## src/rtl/mips_ctrl_fsm.sv

```systemverilog
// Multi-cycle MIPS control unit: accepts one instruction per handshake and sequences
// DECODE/EXEC/MEM/WB strobes. Define MIPS_CTRL_ADDI_EN to decode opcode 0x08 as addi.
module mips_ctrl_fsm (
    input  logic        clk,
    input  logic        rst_n,
    input  logic [31:0] inst_in,
    input  logic        inst_valid,
    output logic        inst_ready,
    output logic [31:0] inst,
    output logic        RegDst,
    output logic        ALUSrc,
    output logic [3:0]  ALUcontrol,
    output logic        MemRead,
    output logic        MemWrite,
    output logic        MemToReg,
    output logic        RegWrite,
    output logic        done,
    output logic        illegal
);

    localparam logic [2:0] StIdle   = 3'd0;
    localparam logic [2:0] StDecode = 3'd1;
    localparam logic [2:0] StExec   = 3'd2;
    localparam logic [2:0] StMem    = 3'd3;
    localparam logic [2:0] StWb     = 3'd4;

    localparam logic [5:0] OpRtype = 6'h00;
    localparam logic [5:0] OpLw    = 6'h23;
    localparam logic [5:0] OpSw    = 6'h2B;
`ifdef MIPS_CTRL_ADDI_EN
    localparam logic [5:0] OpAddi  = 6'h08;
`endif

    logic [2:0]  state_q, state_d;
    logic [31:0] inst_q, inst_d;
    logic        illegal_q, illegal_d;

    logic [5:0]  opcode, funct;
    logic        dec_legal, dec_regdst, dec_alusrc, dec_memtoreg, dec_lw, dec_sw;
    logic [3:0]  dec_alu;

    assign opcode = inst_q[31:26];
    assign funct  = inst_q[5:0];

    always_comb begin
        dec_legal    = 1'b0;
        dec_regdst   = 1'b0;
        dec_alusrc   = 1'b0;
        dec_memtoreg = 1'b0;
        dec_lw       = 1'b0;
        dec_sw       = 1'b0;
        dec_alu      = 4'b0000;
        case (opcode)
            OpRtype: begin
                dec_regdst = 1'b1;
                dec_legal  = 1'b1;
                case (funct)
                    6'h20:   dec_alu = 4'b0010;
                    6'h22:   dec_alu = 4'b0110;
                    6'h24:   dec_alu = 4'b0000;
                    6'h25:   dec_alu = 4'b0001;
                    6'h2A:   dec_alu = 4'b0111;
                    default: dec_legal = 1'b0;
                endcase
            end
            OpLw: begin
                dec_legal    = 1'b1;
                dec_alu      = 4'b0010;
                dec_alusrc   = 1'b1;
                dec_memtoreg = 1'b1;
                dec_lw       = 1'b1;
            end
            OpSw: begin
                dec_legal  = 1'b1;
                dec_alu    = 4'b0010;
                dec_alusrc = 1'b1;
                dec_sw     = 1'b1;
            end
`ifdef MIPS_CTRL_ADDI_EN
            OpAddi: begin
                dec_legal  = 1'b1;
                dec_alu    = 4'b0010;
                dec_alusrc = 1'b1;
            end
`endif
            default: dec_legal = 1'b0;
        endcase
    end

    always_comb begin
        state_d   = state_q;
        inst_d    = inst_q;
        illegal_d = illegal_q;
        case (state_q)
            StIdle: begin
                if (inst_valid) begin
                    inst_d  = inst_in;
                    state_d = StDecode;
                end
            end
            StDecode: begin
                if (dec_legal) begin
                    state_d = StExec;
                end else begin
                    illegal_d = 1'b1;
                    state_d   = StIdle;
                end
            end
            StExec:  state_d = (dec_lw || dec_sw) ? StMem : StWb;
            StMem:   state_d = dec_lw ? StWb : StIdle;
            StWb:    state_d = StIdle;
            default: state_d = StIdle;
        endcase
    end

    always_ff @(posedge clk or negedge rst_n) begin
        if (!rst_n) begin
            state_q   <= StIdle;
            inst_q    <= 32'd0;
            illegal_q <= 1'b0;
        end else begin
            state_q   <= state_d;
            inst_q    <= inst_d;
            illegal_q <= illegal_d;
        end
    end

    // Everything below depends on state_q and inst_q only, so an asynchronous reset
    // drops every strobe the moment rst_n falls.
    logic active;
    assign active = (state_q != StIdle) && dec_legal;

    always_comb begin
        inst_ready = (state_q == StIdle);
        inst       = inst_q;
        RegDst     = active && dec_regdst;
        ALUSrc     = active && dec_alusrc;
        ALUcontrol = active ? dec_alu : 4'b0000;
        MemToReg   = active && dec_memtoreg;
        MemRead    = dec_legal && dec_lw && ((state_q == StMem) || (state_q == StWb));
        MemWrite   = dec_legal && dec_sw && (state_q == StMem);
        RegWrite   = dec_legal && (state_q == StWb);
        done       = (dec_legal && (state_q == StWb))
                   || (dec_legal && dec_sw && (state_q == StMem))
                   || (!dec_legal && (state_q == StDecode));
        illegal    = illegal_q || (!dec_legal && (state_q == StDecode));
    end

endmodule

```

## config.mk

```make
export PLATFORM = sky130hd
export DESIGN_NAME = mips_ctrl_fsm
export DESIGN_NICKNAME = d
export VERILOG_FILES = /design/src/rtl/mips_ctrl_fsm.sv
export SDC_FILE = /design/constraint.sdc
export NUM_CORES = 1
export LEC_CHECK = 0
export CAP_MARGIN = 30
export CORE_MARGIN = 2
export CORE_UTILIZATION = 43
export DETAILED_ROUTE_END_ITERATION = 7
export PLACE_DENSITY = 0.83
export REMOVE_ABC_BUFFERS = 1
export SLEW_MARGIN = 10
export SYNTH_ARGS = -nofsm -noshare
export SYNTH_HDL_FRONTEND = slang
export SYNTH_SLANG_ARGS = --single-unit
```

## constraint.sdc

```tcl
create_clock -name clk -period 3.78 [get_ports clk]
set_input_delay 0.756 -clock clk [delete_from_list [all_inputs] [get_ports clk]]
set_output_delay 0.756 -clock clk [all_outputs]
set_load 0.01 [all_outputs]
```

; ---- After elaboration in Yosys (flattened, before gate mapping)
; Index checks and enable logic that the tools add are counted.
; W data, S select, Z words.
[classes]
eq_ne = 12
mux = 14
n_bitwise = 1
reduce_logical = 23
[op_table]
columns = cell, count
row1 = $eq A6 B6 Y1 const B, 7
row2 = $pmux W3 S4, 2
row3 = $logic_and A1 B1 Y1, 10
row4 = $mux W3, 3
row5 = $eq A3 B2 Y1 const B, 2
row6 = $logic_not A6 Y1, 1
row7 = $pmux W3 S2, 1
row8 = $logic_or A1 B1 Y1, 5
row9 = $mux W1, 5
row10 = $reduce_or A5 Y1, 1
row11 = $mux W4, 1
row12 = $reduce_and A2 Y1, 2
row13 = $eq A3 B1 Y1 const B, 1
row14 = $eq A3 B3 Y1 const B, 1
row15 = $logic_not A3 Y1, 1
row16 = $reduce_bool A3 Y1, 1
row17 = $mux W2, 1
row18 = $ne A2 B2 Y1 const B, 1
row19 = $pmux W1 S2, 1
row20 = $reduce_or A2 Y1, 1
row21 = $logic_not A1 Y1, 1
row22 = $not A1 Y1, 1
[word_totals]
reg_bits = 36
input_bits = 35
out_inout_bits = 45
wordCells = 53

; ---- Logic depth before layout (Yosys ltp)
; Gate-level depths: netlist (run 1).
[logic_depth]
depth_word = 8
depth_mapped = 6
ltp_nobuf = 4

; ---- Least setup slack after synthesis (run 1)
; OpenSTA, ideal clock, no wires.
[synth_timing]
path_kind = flip-flop to output port
start = register inst_q[2] (netlist: inst[2])
end = output ALUcontrol[0]
arrival_ps = 1837
required_time_ps = 3024
setup_slack_ps = 1187
path_stages_with_launch = 5
n_path_buf = 0
path_cell_list = dfrtp_1 > mux2_4 > or4b_4 > a211oi_2 > nor2b_1
[synth_between]
elab_chain_cells = 6
elab_cells_between_ends = 12
cone_classes = eq/ne: 5 / mux: 5 / reduce/logical: 2
[synth_lines]
columns = item, line_no
row1 = from (decl), 35  ; logic [31:0] inst_q, inst_d;
row2 = from (signal assigned), 123  ; inst_q <= inst_d;
row3 = $eq A6 B6 Y1, 57  ; case (funct)
row4 = $reduce_or A5 Y1 (no source line), -
row5 = $mux W1, 57
row6 = $pmux W1 S2, 53  ; case (opcode)
row7 = $logic_and A1 B1 Y1, 131  ; assign active = (state_q != StIdle) && dec_legal;
row8 = $mux W4 *, 138  ; ALUcontrol = active ? dec_alu : 4'b0000;
row9 = to (decl), 12  ; output logic [3:0] ALUcontrol,
; Mark *: on every way between the ends. The rest lies on a longest branch, timed or not.

; ---- Worst setup path in the final report (run 1)
[layout_timing]
start = register inst_q[2] (netlist: inst[2])
end = output done
[layout_between]
elab_chain_cells = 8
elab_cells_between_ends = 15
cone_classes = eq/ne: 5 / mux: 2 / reduce/logical: 8
[layout_lines]
columns = item, line_no
row1 = $eq A6 B6 Y1, 57
row2 = $reduce_or A5 Y1 (no source line) *, -
row3 = $mux W1 *, 57
row4 = $pmux W1 S2 *, 53
row5 = $logic_and A1 B1 Y1 (2 in series), 144  ; || (dec_legal && dec_sw && (state_q == StMem))
row6 = $logic_or A1 B1 Y1, 144
row7 = $logic_or A1 B1 Y1 *, 145  ; || (!dec_legal && (state_q == StDecode));
row8 = to (decl), 17  ; output logic done,
; Marked as above.

==> metrics.md, run 1 <==
| Metric | Value |
|---|---|
| Outcome | `complete, no violations` |
| Worst reg2reg path depth | `4` |
| Synth area leader | `dfrtp_1` |
| N_diodes | `0` |
| PwrDens | `458 nW/µm²` |
| Layout fillers | `270` |
| Fmax | `296 MHz` |
| RSZ-0062 raised after global routing | `false` |
| Share of cells above drive strength 1 | `0.204` |
| Tightest Hold Check Type | `reg2reg` |
| Crit. path cell count | `5` |
| Crit end category | `primary output` |
| Detailed placement HPWL | `2790 µm` |
| Number of global-route vias before repair | `1314` |
| Synthesis Warnings | `0` |
| DRC errors left | `0` |
| CTS buffer count | `5` |
| Hold_buf cts | `0` |
| Die width | `65.4 µm` |
| Async S/R FF share, synth | `1.00` |
| Worst Path Buf+Inv | `1` |
| Routed len/inst | `14.8 µm` |
| Slew Viols, Final | `0` |
| Slowest-stage cell, CP | `clkdlybuf4s50_1` |
| Clk_skew | `9.93 ps` |
| GPL Wtd Cong | `0.883` |
| Count leader, synth | `dfrtp_1` |
| Gr usage total | `0.192` |
| Remaining Overflow, GRT | `0` |
| Final-report hold violation count | `0` |
| Synth cell count leaders | `36 x dfrtp_1, 27 x mux2_2, 8 x nor2_1` |
| H-tree levels | `2` |
| CP arrival | `2620 ps` |
| Worst setup SP type | `flip-flop` |
| CTS Buffer Depth | `2` |
| Num rows | `22` |
| Worst skew pair latency | `290 ps` |
| Critical path type | `reg2out` |
| Antenna-violating nets left | `0` |
| Initial antenna violation count | `0` |
| PortBufs | `78` |
| CTS root buf | `clkbuf_8` |
| First-pass GRT wire length | `6140 µm` |
| Post-Syn Instances | `121` |
| Worst-path fanout max | `5` |
| Via-per-instance ratio | `5.03` |
| Largest net degree at the start of global routing | `37` |
| Start point of the critical path | `inst[2]` |
| Vias | `1253` |
| Final setup fails | `0` |
| Max-Cap Viols | `0` |
| Clock net sink count | `36` |
| Leakage | `0.997 nW` |
| Post-Syn Area | `1620 µm²` |
| Top cells by area, synth | `dfrtp_1 56%, mux2_2 19%, mux2_1 3.5%, buf_4 1.9%, nor2_1 1.9%` |
| CP Cell Sequence | `mux2_4 -> or4b_4 -> or2_4 -> a211oi_1 -> clkdlybuf4s50_1` |
| Initial core utilization | `0.446` |
| CTS tree | `built` |
| R2r startpoint | `state_q[0]` |
| Drt initial violations | `57` |
| Synth-to-Final Area Change | `56.6%` |
| Predominant post-synthesis flop cell | `dfrtp_1` |
| Period utilization | `0.894` |
| Final Util | `0.698` |
| Min-delay src | `illegal_q` |
| Peak VDD IR | `315 µV` |
| Avg Cell Area, Syn | `13.4 µm²` |
| Register area | `901 µm²` |
| # IOs | `80` |
| Core Footprint | `3630 µm²` |
| Post-synthesis sequential area ratio | `0.556` |
| Placed cell area | `2430 µm²` |
| Hold Path Depth | `1` |
| Final nets | `235` |
| CP max stage delay | `590 ps` |
| Post-CTS Resized | `0` |
| EDFF count, synth | `0` |
| Crit path max-delay family | `simple AND/OR/NAND/NOR gates` |
| Area share of the largest cell type after synthesis | `0.556` |
| Setup TNS | `0 ps` |
| Die area | `4270 µm²` |
| FF+latch count, synth | `36` |
| Post-CTS setup buffer count | `0` |
| Clk pin slew, worst setup/hold paths | `70 ps` |
| Multi-input gate area | `672 µm²` |
| Period minus WS final | `3380 ps` |
| Req. time, crit path | `3020 ps` |
| Final cell area excluding filler cells | `2540 µm²` |
| Number of unique standard cell types used by synthesis | `35` |
| Die height | `65.4 µm` |
| DRT Wirelength | `3680 µm` |
| Pre-Repair DR Iteration Count | `4` |
==> metrics by stage <==
stage	hold slack (ps)	instances	worst slack [ps]	power, W
after floorplan	439	113	1190	0.000636
after global placement	455	241	800	0.000829
after detailed placement	467	241	692	0.000843
after CTS	480	249	374	0.00118
after global routing	507	249	280	0.00122
final	480	249	401	0.00116
==> path summary, 6_finish.rpt <==
kind	end	slack, ps
min	illegal_q	480
min in group asynchronous	inst[21]	870
max reg2reg	inst[1]	1800
max	done	400
min reg2reg	illegal_q	480
max in group asynchronous	illegal_q	2580
==> area by class of cell <==
cell class,instances,share of cell area
repair buffers,80,0.314
well taps,48,0.0237
multi-input cells,77,0.265
clock buffers,6,0.0286
flip-flops and latches,36,0.355
clock inverters,2,0.0138
==> layer usage <==
| layer | vias to the layer above | GRT usage | part of all wire |
|---|---|---|---|
| met1 | 603 | 0.224 | 0.41 |
| met3 | 5 | 0.0599 | 0.064 |
| li1 | 603 | - | - |
| met5 | - | 0 | 0 |
| met2 | 42 | 0.332 | 0.51 |
| met4 | 0 | 0.0703 | 0.015 |
==> cell usage in the layout (no fill, tap or decap), drive strengths merged, types with 2 or more instances in the layout <==
| cell type | Yosys | routed |
|---|---|---|
| clkdlybuf4s50 | 0 | 78 |
| dfrtp | 36 | 36 |
| mux2 | 33 | 33 |
| nor2 | 8 | 8 |
| clkbuf | 3 | 6 |
| nor3 | 3 | 3 |
| a211oi | 3 | 3 |
| nand4 | 2 | 2 |
| nor3b | 2 | 2 |
| a21oi | 2 | 2 |
| nand2 | 2 | 2 |
| nor4b | 2 | 2 |
| and3 | 2 | 2 |
| a31o | 2 | 2 |
| buf | 5 | 2 |
==> state kept, by name (all words and copies together) (netlist names) <==
register and cells:
state_q 3, illegal_q 1, inst 32
==> logic make-up after synthesis <==
kind of cell,Yosys count,synth area share
multiplexers,34,0.238
other,1,0.00232
AND/OR/NAND/NOR,31,0.123
AO/OA/AOI/OAI,11,0.0518
flip-flops,36,0.556
buffers and inverters,8,0.0286
==> worst register-to-register path, delay by kind of cell, from the launching register on <==
family / cells / cell delay [ps]
flip-flops: 1 / 470
multiplexers: 1 / 410
buffers and inverters: 1 / 360
AND/OR/NAND/NOR: 2 / 630
==> power by group <==
group	total [W]	internal, W	switching, W
combinational	0.000331	0.000212	0.000119
sequential	0.000500	0.000449	0.0000514
clock	0.000330	0.000196	0.000134
total	0.00116	0.000857	0.000305
Power figures use the tool's default switching activity.
==> run 2, diff against run 1 <==
--- a/config.mk
+++ b/config.mk
@@ -9,6 +9,7 @@
 export CORE_MARGIN = 2
 export CORE_UTILIZATION = 43
 export DETAILED_ROUTE_END_ITERATION = 7
+export MAX_ROUTING_LAYER = met4
 export PLACE_DENSITY = 0.83
 export REMOVE_ABC_BUFFERS = 1
 export SLEW_MARGIN = 10
==> metrics.md, run 2 (same netlist as run 1, synthesis figures left out) <==
| Metric | Value |
|---|---|
| Share of cells above drive strength 1 | `0.204 (unchanged)` |
| Largest net degree at the start of global routing | `37 (unchanged)` |
| Internal power | `0.000857 W (about the same)` |
| Critical path type | `reg2out (unchanged)` |
| First-pass GRT wire length | `6140 µm (unchanged)` |
| Req. time, crit path | `3020 ps (about the same)` |
| DRC errors left | `0 (unchanged)` |
| Most common cell after layout, fill and taps aside | `clkdlybuf4s50_1 (unchanged)` |
| Crit end category | `primary output (unchanged)` |
| CTS Buffer Depth | `2 (unchanged)` |
| Tightest Hold Check Type | `reg2reg (unchanged)` |
| Die area | `4270 µm² (unchanged)` |
| Switching share of power | `0.262 (about the same)` |
| Peak VDD IR | `314 µV (was 315 µV)` |
| Die width | `65.4 µm (unchanged)` |
| Setup TNS | `0 ps (unchanged)` |
| Remaining Overflow, GRT | `0 (unchanged)` |
| Final worst slack | `401 ps (about the same)` |
| Initial antenna violation count | `0 (unchanged)` |
| CP Cell Sequence | `mux2_4 -> or4b_4 -> or2_4 -> a211oi_1 -> clkdlybuf4s50_1 (unchanged)` |
| Num rows | `22 (unchanged)` |
| Clk_skew | `9.70 ps (was 9.93 ps)` |
| Pre-Repair DR Iteration Count | `4 (unchanged)` |
| Max-Cap Viols | `0 (unchanged)` |
| Hold_buf cts | `0 (unchanged)` |
| CP arrival | `2620 ps (about the same)` |
| Clock net sink count | `36 (unchanged)` |
| CP max stage delay | `590 ps (about the same)` |
| Drt initial violations | `58 (was 57)` |
| Worst skew pair latency | `290 ps (about the same)` |
| H-tree levels | `2 (unchanged)` |
| Gr usage total | `0.197 (was 0.192)` |
| Final Util | `0.698 (unchanged)` |
| # IOs | `80 (unchanged)` |
| Routed len/inst | `14.8 µm (about the same)` |
| CTS root buf | `clkbuf_8 (unchanged)` |
| Detailed placement HPWL | `2790 µm (unchanged)` |
| Die height | `65.4 µm (unchanged)` |
| Clk pwr share | `0.284 (about the same)` |
| Post-CTS setup buffer count | `0 (unchanged)` |
| Period minus WS final | `3380 ps (about the same)` |
| Synth-to-Final Area Change | `56.6% (unchanged)` |
| Placed cell area | `2430 µm² (unchanged)` |
| Total power | `0.00116 W (about the same)` |
| Post-CTS Resized | `0 (unchanged)` |
| Crit path max-delay family | `simple AND/OR/NAND/NOR gates (unchanged)` |
| Most frequent cells in the layout | `78 x clkdlybuf4s50_1, 36 x dfrtp_1, 27 x mux2_2, 8 x nor2_1 (unchanged)` |
| Worst setup SP type | `flip-flop (unchanged)` |
| Vias | `1254 (was 1253)` |
| Comb power frac | `0.285 (about the same)` |
| Final-report hold violation count | `0 (unchanged)` |
| Worst Path Buf+Inv | `1 (unchanged)` |
| GPL Wtd Cong | `0.898 (was 0.883)` |
| DRT Wirelength | `3690 µm (was 3680 µm)` |
| Fmax | `296 MHz (about the same)` |
| Clk pin slew, worst setup/hold paths | `70 ps (about the same)` |
| Core Footprint | `3630 µm² (unchanged)` |
| Final nets | `235 (unchanged)` |
| Initial core utilization | `0.446 (unchanged)` |
| CTS buffer count | `5 (unchanged)` |
| Final cell area excluding filler cells | `2540 µm² (unchanged)` |
| Number of global-route vias before repair | `1313 (was 1314)` |
| CTS tree | `built (unchanged)` |
| Final setup fails | `0 (unchanged)` |
| Slowest-stage cell, CP | `clkdlybuf4s50_1 (unchanged)` |
| Outcome | `complete, no violations (unchanged)` |
| Worst-path fanout max | `5 (unchanged)` |
| Antenna-violating nets left | `0 (unchanged)` |
| Slew Viols, Final | `0 (unchanged)` |
| Sw power | `0.000304 W (was 0.000305 W)` |
| Leakage | `0.997 nW (unchanged)` |
| RSZ-0062 raised after global routing | `false (unchanged)` |
| PortBufs | `78 (unchanged)` |
| Via-per-instance ratio | `5.04 (was 5.03)` |
| PwrDens | `458 nW/µm² (about the same)` |
| Largest register FFs | `32 (unchanged)` |
| Pre-CTS setup slack | `692 ps (unchanged)` |
| Share of power burned in registers | `0.431 (about the same)` |
| N_diodes | `0 (unchanged)` |
| Period utilization | `0.894 (about the same)` |
[run 2: cell counts in the layout (fill, tap and decap cells not counted)]
Identical to the previous run, type by type.
[run 2: routing by layer]
metal,up-vias,GRT usage,part of all wire
li1,603,-,-
met3,5,0.0514,0.055
met4,0,0.0703,0.015
met2,42,0.332,0.51
met1,604,0.229,0.41
met5,-,-,0
[run 2: final cells by class]
cell class / instances / area, µm²
clock inverter: 2 / 35.0
tap: 48 / 60.1
sequential: 36 / 901
clock buffer: 6 / 72.6
fill: 270 / 1100
multi-input combinational: 77 / 672
timing repair buffer: 80 / 796
[run 2: worst paths after layout]
check | start | endpoint | slack [ps] | cells after the start
max | inst[2] | done | 400 | 5
min | illegal_q | illegal_q | 480 | 1
max reg2reg | state_q[0] | inst[24] | 1800 | 4
min reg2reg | illegal_q | illegal_q | 480 | 1
max in group asynchronous | rst_n | illegal_q | 2580 | 2
min in group asynchronous | rst_n | inst[21] | 870 | 2
[run 2: worst reg2reg max path, stage by stage, from the launching register on]
cell,delay [ps]
dfrtp_1,470
nor3_2,440
and2_1,190
buf_4,360
mux2_2,410
[run 2: through the flow]
stage | hold WS, ps | cells
6_report | 480 | 249
5_1_grt | 507 | 249
4_1_cts | 480 | 249
3_5_place_dp | 467 | 241
3_3_place_gp | 455 | 241
2_1_floorplan | 439 | 113
[run 2: power by group through the flow]
stage	registers (W)	clock network (W)	logic [W]
after global routing	0.000510	0.000357	0.000354
after global placement	0.000501	0	0.000328
after floorplan	0.000530	0	0.000106
after CTS	0.000500	0.000338	0.000337
final	0.000500	0.000330	0.000331
after detailed placement	0.000507	0	0.000335
